===== src/rtl/def.svh =====
// Shared byte-bus macros and the default header length for the header latch datapath.
`ifndef DEF_SVH
`define DEF_SVH

`define BYTE_BUS    logic [7:0]
`define ZERO_BYTE   8'h00
`define TRUE        1'b1
`define FALSE       1'b0
`define HDR_MAX_LEN 10

`endif


===== src/rtl/hdr_stream_pkg.sv =====
// Shared types and helpers for the header stream blocks (latch consumer side).
package hdr_stream_pkg;

   typedef enum logic {
      IDLE = 1'b0,
      SEND = 1'b1
   } emit_state_t;

   localparam int DEF_BEAT_BYTES = 4;

   function automatic int num_beats(input int len, input int bytes);
      return (len + bytes - 1) / bytes;
   endfunction

endpackage


===== src/rtl/hdr_beat_mux.sv =====
// Selects beat `beat` from the header buffer; lane 0 is the MSB lane, lanes past the header are zero with keep=0.
`include "def.svh"

module hdr_beat_mux #(
   parameter int HDR_LEN    = 10,
   parameter int BEAT_BYTES = 4,
   parameter int IDX_W      = 2
) (
   input  `BYTE_BUS                hdr [0:HDR_LEN-1],
   input  logic [IDX_W-1:0]        beat,
   output logic [8*BEAT_BYTES-1:0] data,
   output logic [BEAT_BYTES-1:0]   keep
);

   always_comb begin
      data = '0;
      keep = '0;
      for (int j = 0; j < BEAT_BYTES; j++) begin
         data[8*(BEAT_BYTES-j)-1 -: 8] = `ZERO_BYTE;
         for (int i = 0; i < HDR_LEN; i++) begin
            if (int'(beat) * BEAT_BYTES + j == i) begin
               data[8*(BEAT_BYTES-j)-1 -: 8] = hdr[i];
               keep[BEAT_BYTES-1-j]          = `TRUE;
            end
         end
      end
   end

endmodule


===== src/rtl/hdr_emitter.sv =====
// Pops one header from the upstream latch and serializes it as BEAT_BYTES-wide valid/ready beats.
// Optional: define HDR_EMIT_CNT_EN to add pkt_cnt_o, a count of accepted last beats.
`include "def.svh"

module hdr_emitter
   import hdr_stream_pkg::*;
#(
   parameter int HDR_LEN    = `HDR_MAX_LEN,
   parameter int BEAT_BYTES = DEF_BEAT_BYTES
) (
   input  logic                    clk,
   input  logic                    rst,
   input  logic                    empty_i,
   input  `BYTE_BUS                pkt_hdr_i [0:HDR_LEN-1],
   output logic                    rd_o,
   output logic [8*BEAT_BYTES-1:0] data_o,
   output logic [BEAT_BYTES-1:0]   keep_o,
   output logic                    valid_o,
   input  logic                    ready_i,
   output logic                    last_o
`ifdef HDR_EMIT_CNT_EN
   ,
   output logic [31:0]             pkt_cnt_o
`endif
);

   localparam int NUM_BEATS = num_beats(HDR_LEN, BEAT_BYTES);
   localparam int IDX_W     = $clog2(NUM_BEATS) + 1;
   localparam logic [IDX_W-1:0] LAST_IDX = IDX_W'(NUM_BEATS - 1);

   emit_state_t             state_q;
   emit_state_t             state_d;
   `BYTE_BUS                buf_q [0:HDR_LEN-1];
   logic [IDX_W-1:0]        idx_q;
   logic [8*BEAT_BYTES-1:0] mux_data;
   logic [BEAT_BYTES-1:0]   mux_keep;
   logic                    accept;

   hdr_beat_mux #(
      .HDR_LEN    (HDR_LEN),
      .BEAT_BYTES (BEAT_BYTES),
      .IDX_W      (IDX_W)
   ) u_beat_mux (
      .hdr  (buf_q),
      .beat (idx_q),
      .data (mux_data),
      .keep (mux_keep)
   );

   always_ff @(posedge clk or negedge rst) begin
      if (!rst) begin
         state_q <= IDLE;
      end else begin
         state_q <= state_d;
      end
   end

   always_comb begin
      state_d = state_q;
      if (rd_o) begin
         state_d = SEND;
      end else if (state_q == SEND && accept && last_o) begin
         state_d = IDLE;
      end
   end

   // A beat transfers on any edge with valid_o && ready_i; once raised, valid_o and the
   // beat contents hold until that edge. rd_o pops the latch on the edge it is high.
   always_comb begin
      valid_o = (state_q == SEND);
      last_o  = valid_o && (idx_q == LAST_IDX);
      data_o  = valid_o ? mux_data : '0;
      keep_o  = valid_o ? mux_keep : '0;
      accept  = valid_o && ready_i;
      rd_o    = !empty_i && rst && (state_q == IDLE || (accept && last_o));
   end

   always_ff @(posedge clk or negedge rst) begin
      if (!rst) begin
         idx_q <= '0;
         for (int i = 0; i < HDR_LEN; i++) buf_q[i] <= `ZERO_BYTE;
      end else if (rd_o) begin
         idx_q <= '0;
         buf_q <= pkt_hdr_i;
      end else if (accept && !last_o) begin
         idx_q <= idx_q + IDX_W'(1);
      end
   end

`ifdef HDR_EMIT_CNT_EN
   logic [31:0] cnt_q;

   always_ff @(posedge clk or negedge rst) begin
      if (!rst) begin
         cnt_q <= '0;
      end else if (accept && last_o) begin
         cnt_q <= cnt_q + 32'd1;
      end
   end

   assign pkt_cnt_o = cnt_q;
`endif

endmodule


===== config.mk =====
export PLATFORM = sky130hd
export DESIGN_NAME = hdr_emitter
export DESIGN_NICKNAME = d
export VERILOG_FILES = /design/src/rtl/hdr_stream_pkg.sv /design/src/rtl/hdr_beat_mux.sv /design/src/rtl/hdr_emitter.sv
export VERILOG_INCLUDE_DIRS = /design/src /design/src/rtl
export SDC_FILE = /design/constraint.sdc
export NUM_CORES = 1
export LEC_CHECK = 0
export CORE_AREA = 2 2 121 123
export CTS_BUF_LIST = sky130_fd_sc_hd__clkbuf_8 sky130_fd_sc_hd__clkbuf_16
export DETAILED_ROUTE_END_ITERATION = 10
export DIE_AREA = 0 0 123 125
export PLACE_DENSITY = 0.55
export SKIP_CTS_REPAIR_TIMING = 1
export SLEW_MARGIN = 20
export SYNTH_ARGS = -nofsm -noshare
export SYNTH_HDL_FRONTEND = slang
export SYNTH_HIERARCHICAL = 1
export SYNTH_SLANG_ARGS = --single-unit

===== constraint.sdc =====
create_clock -name clk -period 2.41 [get_ports clk]
set_input_delay 0.482 -clock clk [delete_from_list [all_inputs] [get_ports clk]]
set_output_delay 0.482 -clock clk [all_outputs]
set_load 0.01 [all_outputs]

==> run summary <==
The tools report the number of ports placed on the die boundary as 123. In the global route stage, met1 resource usage came out at 20.3%. The worst setup path is captured at an output pin.

The final hold violation count is 0, and the global routing usage on met2 is 24.1%. At the pin with the least slew margin, the transition time is 0.631 ns. The post-placement worst setup slack is 0.0517 ns.

The run finished with clean final reports. The clock latency on the worst-skew pair came out at 0.34 ns. The synthesized flop and latch total was 84. Global routing used 15.2% of the available tracks. Across the routed clock network, the largest skew measured is 0.00662 ns. The area fraction of the dominant cell type after synthesis works out to 45.8%. The core outline area came out at 14,200 µm². In this run the vertical extent of the chip is 125 µm.

After layout, the worst path uses 92.2% of the clock period. The root buffer cell is sky130_fd_sc_hd__clkbuf_16. The worst hold path belongs to the class in2async. The total grt overflow was 0; the number of instances in the synthesized netlist was 332. For the required time of the critical path, the log shows 1.93 ns.

The most used standard cell by instance count after synthesis is sky130_fd_sc_hd__dfrtp_1. Number of global-route vias before repair: 3,207. Entering global routing, the biggest net connects 50 pins.

Setup violations remaining at the end of the flow were counted as 0. For this design, the slowest cell found on the critical path is sky130_fd_sc_hd__dfrtp_1. The fraction of registers with async set or reset after synthesis came out at 100%.

First-pass iteration count of the detailed router: 4. On the worst path, the slowest cell contributes a delay of 0.38 ns. The placer congestion estimate is 0.760, and the mapped cell area is 4590 µm². Final max-slew violation count: 0. The highest achievable clock rate was 450 MHz. The post-route worst setup slack came out at 0.187 ns. The total vias in the final route came out at 2,963.

The worst pin sits at a relative slew slack of 57.9%. By area the synthesized netlist is led by sky130_fd_sc_hd__dfrtp_1 46%, sky130_fd_sc_hd__mux2_4 18%, sky130_fd_sc_hd__mux2i_1 7.2%. The logs give 6 for the total of warnings raised by yosys and 6390 µm² for the post-layout instance area. The floorplan step defined a die boundary enclosing 15,400 µm². The buffer depth of the longest clock path was 2. The critical path is of the reg2out type. In this run the static leakage power is 3.29 nW.

The run gives 0 as the count of antenna-violating nets left after detailed routing. Traced cell by cell, the critical path runs through or2_2, buf_12, o32ai_1, and2_1, dlymetal6s2s_1. The run gives 17,800 µm as the first-pass GRT wire length.

met2 is the most crowded layer. Across the run, the number of max-cap violations was 0. Total wire length after detailed routing: 11,100 µm. After detailed placement, the total cell area comes to 5920 µm². For the detailed placement HPWL, the log shows 7450 µm.

In the final timing run, aggregate negative setup slack is 0 ns. The distinct cell type count after synthesis came out at 27. The biggest area contributor in the post-synthesis netlist is sky130_fd_sc_hd__dfrtp_1. Data on the critical path arrives at its endpoint at 1.74 ns. The run gives 3 as the number of H-tree branching levels. The antenna cell count came out at 0.

The most used flip-flop cell after synthesis was sky130_fd_sc_hd__dfrtp_1. After clock tree synthesis, the clock-pin slew on the worst setup and hold paths is 0.06 ns. In this run the power density over the cells is 1310 nW/µm². The number of placed instances, taps included, is 627. Counting both buffers and inverters, the worst setup path holds a total of 2. TritonCTS built the clock tree. Cells with a size suffix above 1 make up 29.7% of the layout.

The count of cells in the finished layout, fillers not included, comes to 649. Sequential cells were found to cover 45.8% of the synthesized design area. The kind of cell with the highest combined delay along the critical path is simple AND/OR/NAND/NOR gates. Time the final worst path needs with I/O delays and setup: 2.22 ns. Yosys mapped a number of flops with a built-in enable equal to 0. After synthesis, the mean cell area works out to 13.8 µm². Sorting the synthesized cells by how often they occur yields 84 x sky130_fd_sc_hd__dfrtp_1, 56 x sky130_fd_sc_hd__mux2_4, 37 x sky130_fd_sc_hd__and2_1. The run gives 0 as the DRC violation count after routing.

The floorplan has 44 rows. The initial DRC count is 102, and the met3 track utilization from global routing is 2.74%. The effective utilization at floorplan is 32.3%.

The number of nets in the synthesized netlist is 418. The count of buffers added on input and output ports is 122. Setup repair after global routing left no endpoint under its margin. Initial antenna violation count: 0. Worst vdd rail ir drop: 0.510 mV. Compared with the post-synthesis result, the final layout area differs by 39.3%. Number of CTS-inserted buffers: 9.

The routed via count divided by cell count was 4.57. After detailed routing, the average wire length per cell comes to 17.2 µm. The worst setup path is launched from a flop. Clock tree synthesis found a total of 84 sinks.

In the final design database the tool counted 548 nets. Along the worst path, the maximum fanout reaches 24. From left edge to right edge, the die measures 123 µm.
-- logic make-up after synthesis --
family                     count (synthesis)  synth area share (%)
DFF                                       84                  45.8
muxes                                    113                  31.4
and+or+nand+nor                           66                  8.28
AOI/OAI and AO/OA                         22                  6.08
adders and majority gates                  2                 0.545
buffers and inverters                     45                  7.93
-- final cells by class --
type | count | area [µm²]
fillers | 1326 | 7810
multi-input cells | 203 | 2150
flip-flops and latches | 84 | 2100
repair buffers | 146 | 1590
clock buffers | 10 | 239
well taps | 184 | 230
inverters | 18 | 67.6
clock inverters | 4 | 20.0
-- per-stage QoR --
step / hold WS (ns) / util [%] / power (mW)
2_1_floorplan: 0.186 / - / 5.53
3_3_place_gp: 0.491 / 41.6 / 7.04
3_5_place_dp: 0.495 / 41.6 / 7.11
4_1_cts: 0.306 / 43.5 / 8.42
5_1_grt: 0.342 / 45.0 / 8.94
6_report: 0.284 / 45.0 / 8.37
-- worst paths after layout --
| check | endpoint | depth (start not counted) | startpoint | slack [ns] |
|---|---|---|---|---|
| setup / recovery | data_o[28] | 5 | idx_q[2]$_DFFE_PN0P_ | 0.19 |
| setup reg to reg | buf_q[65]$_DFFE_PN0P_ | 8 | idx_q[0]$_DFFE_PN0P_ | 0.31 |
| hold / removal | buf_q[29]$_DFFE_PN0P_ | 2 | rst | 0.28 |
| min in group clk | valid_o$_DFFE_PN0P_ | 3 | rst | 0.47 |
| hold reg to reg | buf_q[31]$_DFFE_PN0P_ | 1 | buf_q[31]$_DFFE_PN0P_ | 0.51 |
| max in group asynchronous | idx_q[0]$_DFFE_PN0P_ | 3 | rst | 1.17 |
-- sequential cells by signal (all words and copies together), names as in the netlist --
name / cells
buf_q: 80
idx_q: 3
valid_o: 1
-- report_power, final --
group | total (mW) | internal [mW] | leakage (nW) | switching, mW
Combinational | 4.58 | 2.73 | 2.15 | 1.85
Clock | 1.26 | 0.706 | 0.133 | 0.554
Sequential | 2.53 | 2.13 | 1.01 | 0.402
-- per-layer routing --
| layer | share of wire (%) | routed length [µm] | vias up |
|---|---|---|---|
| li1 | - | - | 1396 |
| met1 | 46 | 5140 | 1480 |
| met2 | 48 | 5330 | 73 |
| met3 | 4.1 | 457 | 14 |
| met4 | 1.9 | 210 | 0 |
| met5 | 0 | 0 | - |
-- cell usage in the layout (no fill, tap or decap), drive strengths merged --
cell / count
a21oi: 4
and2: 37
buf: 25
clkbuf: 10
clkdlybuf4s50: 83
clkinv: 1
clkinvlp: 1
dfrtp: 84
dlymetal6s2s: 38
ha: 2
inv: 20
mux2: 80
mux2i: 33
nand2: 3
nand2b: 2
nand3: 1
nand3b: 1
nor2: 18
nor2b: 1
o21ai: 2
o32ai: 16
or2: 1
or3: 2
Power figures use the tool's default switching activity.
==> variant 1, RTL diff (same flow settings) <==
Set the macro `HDR_MAX_LEN` to 5 (it was 10).
--- a/src/rtl/def.svh
+++ b/src/rtl/def.svh
@@ -6,7 +6,7 @@
 `define ZERO_BYTE   8'h00
 `define TRUE        1'b1
 `define FALSE       1'b0
-`define HDR_MAX_LEN 10
+`define HDR_MAX_LEN 5
 
 `endif
 
Interface: changed (resized pkt_hdr_i); port bits go from 123 to 83. The function was not compared with the original's and may differ.
==> variant 1 against the unedited design <==
- cell area down 44%
- global-route usage is 7.5 points lower
- sequential cell count down 41
- clock skew is essentially flat
- wire length decreased by 45%
- utilization decreased by 20 points
- area after synthesis is 51% lower
- first-iteration DRC count is 80% lower
- via count down 43%
- worst setup slack got worse by 0.11 ns
- total power down 50%
- critical endpoint is now rd_o
==> variant 1: results (changes against the unedited design) <==
* Status: completed (unchanged)
* CP Max Fanout at 2 (was 24)
* Final GP Congestion at 0.668 (was 0.760)
* Post-synthesis net count at 233 (was 418)
* Seq/Total Area, Yosys at 48.0% (was 45.8%)
* Buffers on Ports at 82 (was 122)
* Slowest CP cell: clkdlybuf4s50_1 (was dfrtp_1)
* # nets final at 327 (was 548)
* Arrival time at the worst endpoint at 1.85 ns (was 1.74 ns)
* H-tree depth at 2 (was 3)
* Clk_skew at 0.00629 ns (was 0.00662 ns)
* Cells taking the most area after synthesis: dfrtp_1, mux2_2, and2_1 (was dfrtp_1, mux2_4, mux2i_1)
* Tightest Pin Transition at 0.582 ns (was 0.631 ns)
* Yosys top cell area share at 48.0% (was 45.8%)
* Final setup fails at 0 (unchanged)
* Post-synth top cells: and2_1, dfrtp_1, mux2_2 (was dfrtp_1, mux2_4, and2_1)
* LEAKAGE at 1.84 nW (was 3.29 nW)
* First-pass GRT wire length at 8890 µm (was 17800 µm)
* Fill count at 1536 (was 1326)
* Largest net degree at the start of global routing at 44 (was 50)
* Largest register FFs at 40 (was 80)
* DRT iter0 DRCs at 20 (was 102)
* WL per Instance at 13.2 µm (was 17.2 µm)
* Maximum VDD drop at 394 µV (was 510 µV)
* Gr usage total at 7.68% (was 15.2%)
* Count leader, synth: and2_1 (was dfrtp_1)
* Synth unique cells at 17 (was 27)
* Via count of the first global-routing pass at 1643 (was 3207)
* Inserted Clock Buffers at 5 (was 9)
* Share of cells above drive strength 1 at 25.1% (was 29.7%)
* Clk_lat worst skew at 0.29 ns (was 0.34 ns)
* Net Switching at 1.35 mW (was 2.81 mW)
variant 1: cell type report:
class	instances	area share [%]
Clock buffer	5	3.49
Clock inverter	3	0.453
Inverter	2	0.209
Multi-Input combinational cell	131	29.6
Sequential cell	43	30.1
Tap cell	184	6.42
Timing Repair Buffer	99	29.7
variant 1: worst paths after layout:
| check | start | end | slack (ns) | depth (start not counted) |
|---|---|---|---|---|
| setup / recovery | empty_i | rd_o | 0.08 | 4 |
| hold / removal | rst | buf_q[24]$_DFFE_PN0P_ | 0.35 | 2 |
| setup reg to reg | idx_q[1]$_DFFE_PN0P_ | buf_q[21]$_DFFE_PN0P_ | 0.43 | 7 |
| hold reg to reg | buf_q[22]$_DFFE_PN0P_ | buf_q[22]$_DFFE_PN0P_ | 0.50 | 1 |
| max in group asynchronous | rst | idx_q[1]$_DFFE_PN0P_ | 1.64 | 2 |
| min in group clk | buf_q[22]$_DFFE_PN0P_ | buf_q[22]$_DFFE_PN0P_ | 0.50 | 1 |
variant 1: logic make-up after synthesis:
family,count (synthesis),synth area share [%]
and+or+nand+nor,77,20.8
muxes,48,23.7
DFF,43,48.0
buffers and inverters,16,5.53
AOI/OAI and AO/OA,2,1.06
xor gates and xnor gates,1,0.391
adders and majority gates,1,0.558
variant 1: metal layers:
metal | GRT usage [%] | vias to the layer above | share of wire [%]
li1 | - | 807 | -
met1 | 9.86 | 840 | 45
met2 | 12.4 | 51 | 48
met3 | 2.24 | 5 | 5.8
met4 | 2.41 | 0 | 1.3
met5 | 0 | - | 0
variant 1: power groups by stage:
stage / logic (mW) / registers [mW] / clock network (mW)
detailed placement: 2.03 / 1.29 / 0
global route: 2.47 / 1.32 / 0.731
CTS: 2.04 / 1.28 / 0.710
global placement: 2.02 / 1.28 / 0
floorplan: 1.26 / 1.23 / 0
finish: 2.25 / 1.27 / 0.663
variant 1: per-stage QoR:
| stage | setup slack (ns) | cell area (µm²) | std cells | util (%) | hold slack, ns |
|---|---|---|---|---|---|
| after CTS | -0.0505 | 3380 | 456 | 23.8 | 0.400 |
| final | 0.0790 | 3590 | 467 | 25.3 | 0.347 |
| after detailed placement | 0.0650 | 3240 | 448 | 22.8 | 0.487 |
| after global routing | -0.00420 | 3590 | 467 | 25.3 | 0.418 |
| after floorplan | 0.818 | 2240 | 188 | - | 0.186 |
| after global placement | 0.0679 | 3240 | 448 | 22.8 | 0.482 |
variant 1: worst max-delay path: cells and delay by family:
kind	cells	cell delay (ns)
AND/OR/NAND/NOR	1	0.21
buffers and inverters	2	1.00
AO/OA/AOI/OAI	1	0.16
==> variant 2, RTL diff (config.mk and constraints unchanged) <==
Made on the original files. Build with the macro `HDR_EMIT_CNT_EN` defined.
--- a/src/rtl/hdr_emitter.sv
+++ b/src/rtl/hdr_emitter.sv
@@ -1,5 +1,7 @@
 // Pops one header from the upstream latch and serializes it as BEAT_BYTES-wide valid/ready beats.
 // Optional: define HDR_EMIT_CNT_EN to add pkt_cnt_o, a count of accepted last beats.
+`define HDR_EMIT_CNT_EN
+
 `include "def.svh"
 
 module hdr_emitter
Function (old outputs only; new: pkt_cnt_o): kept (Yosys induction, for registers that start in step).
==> variant 2 against the unedited design <==
- the run now ends with negative setup slack left
- critical path type unchanged
- wire length rose by 22%
- worst setup slack got worse by 0.30 ns
- synthesized cell count rose by 39%
- cell count rose by 27%
- clock skew rose by 0.0012 ns
- non-clock buffer count rose by 30
- area after synthesis rose by 25%
- total power rose by 13%
- cell area rose by 28%
- sequential cell count rose by 32
- maximum frequency fell by 12%
- register-to-register slack improved by 0.10 ns
==> variant 2: results (changes against the unedited design) <==
* Status: finished with violations (was completed)
* Violated checks: negative setup slack
* End point of the critical path: data_o[31] (was data_o[28])
* Placed Instance Area at 0.00753 mm² (was 0.00592 mm²)
* Placed insts at 793 (was 627)
* Clock share of power at 24.0% (was 15.1%)
* Top delay family on crit path: buffers and inverters (was simple AND/OR/NAND/NOR gates)
* Fill count at 1211 (was 1326)
* Post-synth top cells: dfrtp_1, mux2_2, and2_1 (was dfrtp_1, mux2_4, and2_1)
* Final setup fails at 1 (was 0)
* Buffers on Ports at 154 (was 122)
* Pre-CTS setup slack at -0.0318 ns (was 0.0517 ns)
* CP Max Fanout at 27 (was 24)
* # nets final at 716 (was 548)
* Worst r2r src: idx_q[1]$_DFFE_PN0P_ (was idx_q[0]$_DFFE_PN0P_)
* Vias per cell at 4.79 (was 4.57)
* Most flop-heavy register: buf_q (unchanged)
* Worst flop-to-flop path endpoint: buf_q[29]$_DFFE_PN0P_ (was buf_q[65]$_DFFE_PN0P_)
* Cells taking the most area after synthesis: dfrtp_1, mux2_2, mux2i_1 (was dfrtp_1, mux2_4, mux2i_1)
* Hpwl dp at 9370 µm (was 7450 µm)
* Net Switching at 3.00 mW (was 2.81 mW)
* Seq pwr share at 32.6% (was 30.2%)
* Largest net degree at the start of global routing at 64 (was 50)
* Arrival time at the worst endpoint at 2.04 ns (was 1.74 ns)
* Final WL at 13500 µm (was 11100 µm)
* Non-Filler Instances at 825 (was 649)
* LEAKAGE at 4.09 nW (was 3.29 nW)
* Clk_lat worst skew at 0.41 ns (was 0.34 ns)
* First-pass GRT wire length at 22300 µm (was 17800 µm)
* Share of cells above drive strength 1 at 24.5% (was 29.7%)
* R2R cell count at 7 (was 8)
* H-tree depth at 4 (was 3)
* Gr usage total at 18.8% (was 15.2%)
* Via count of the first global-routing pass at 4361 (was 3207)
* Inserted Clock Buffers at 17 (was 9)
* Max_slew headroom at 45.0% (was 57.9%)
* Clk_skew at 0.00783 ns (was 0.00662 ns)
* Final GP Congestion at 0.766 (was 0.760)
* R2r setup slk at 0.41 ns (was 0.31 ns)
* CP max stage delay at 0.56 ns (was 0.38 ns)
* Mapped Cells at 462 (was 332)
* Worst Setup SP: idx_q[0]$_DFFE_PN0P_ (was idx_q[2]$_DFFE_PN0P_)
* Post-synthesis net count at 549 (was 418)
* Final WS setup at -0.112 ns (was 0.187 ns)
* DRT iter0 DRCs at 129 (was 102)
-- variant 2: cells by family (layout without fill, tap and decap cells) --
group	after synthesis	count (layout)	synth area share, %
AO/OA/AOI/OAI	18	18	4.31
XOR/XNOR	33	33	5.03
adder cells (fa/ha/maj)	3	3	0.653
buffers and inverters	49	228	4.90
flip-flops	116	116	50.5
multiplexers	113	113	21.4
AND/OR/NAND/NOR	130	130	13.2
-- variant 2: cell type report --
class	instances	area, µm²	share of cell area, %
Sequential cell	116	2900	35.5
Multi-Input combinational cell	297	2580	31.5
Timing Repair Buffer	176	1850	22.6
Clock buffer	23	508	6.21
Tap cell	184	230	2.81
Inverter	21	78.8	0.963
Clock inverter	8	35.0	0.428
-- variant 2: routing by layer --
layer / part of all wire (%) / vias up / track usage, %
li1: - / 1907 / -
met1: 44 / 1942 / 23.7
met2: 48 / 95 / 30.2
met3: 6.6 / 11 / 7.07
met4: 0.95 / 0 / 5.21
met5: 0 / - / 0
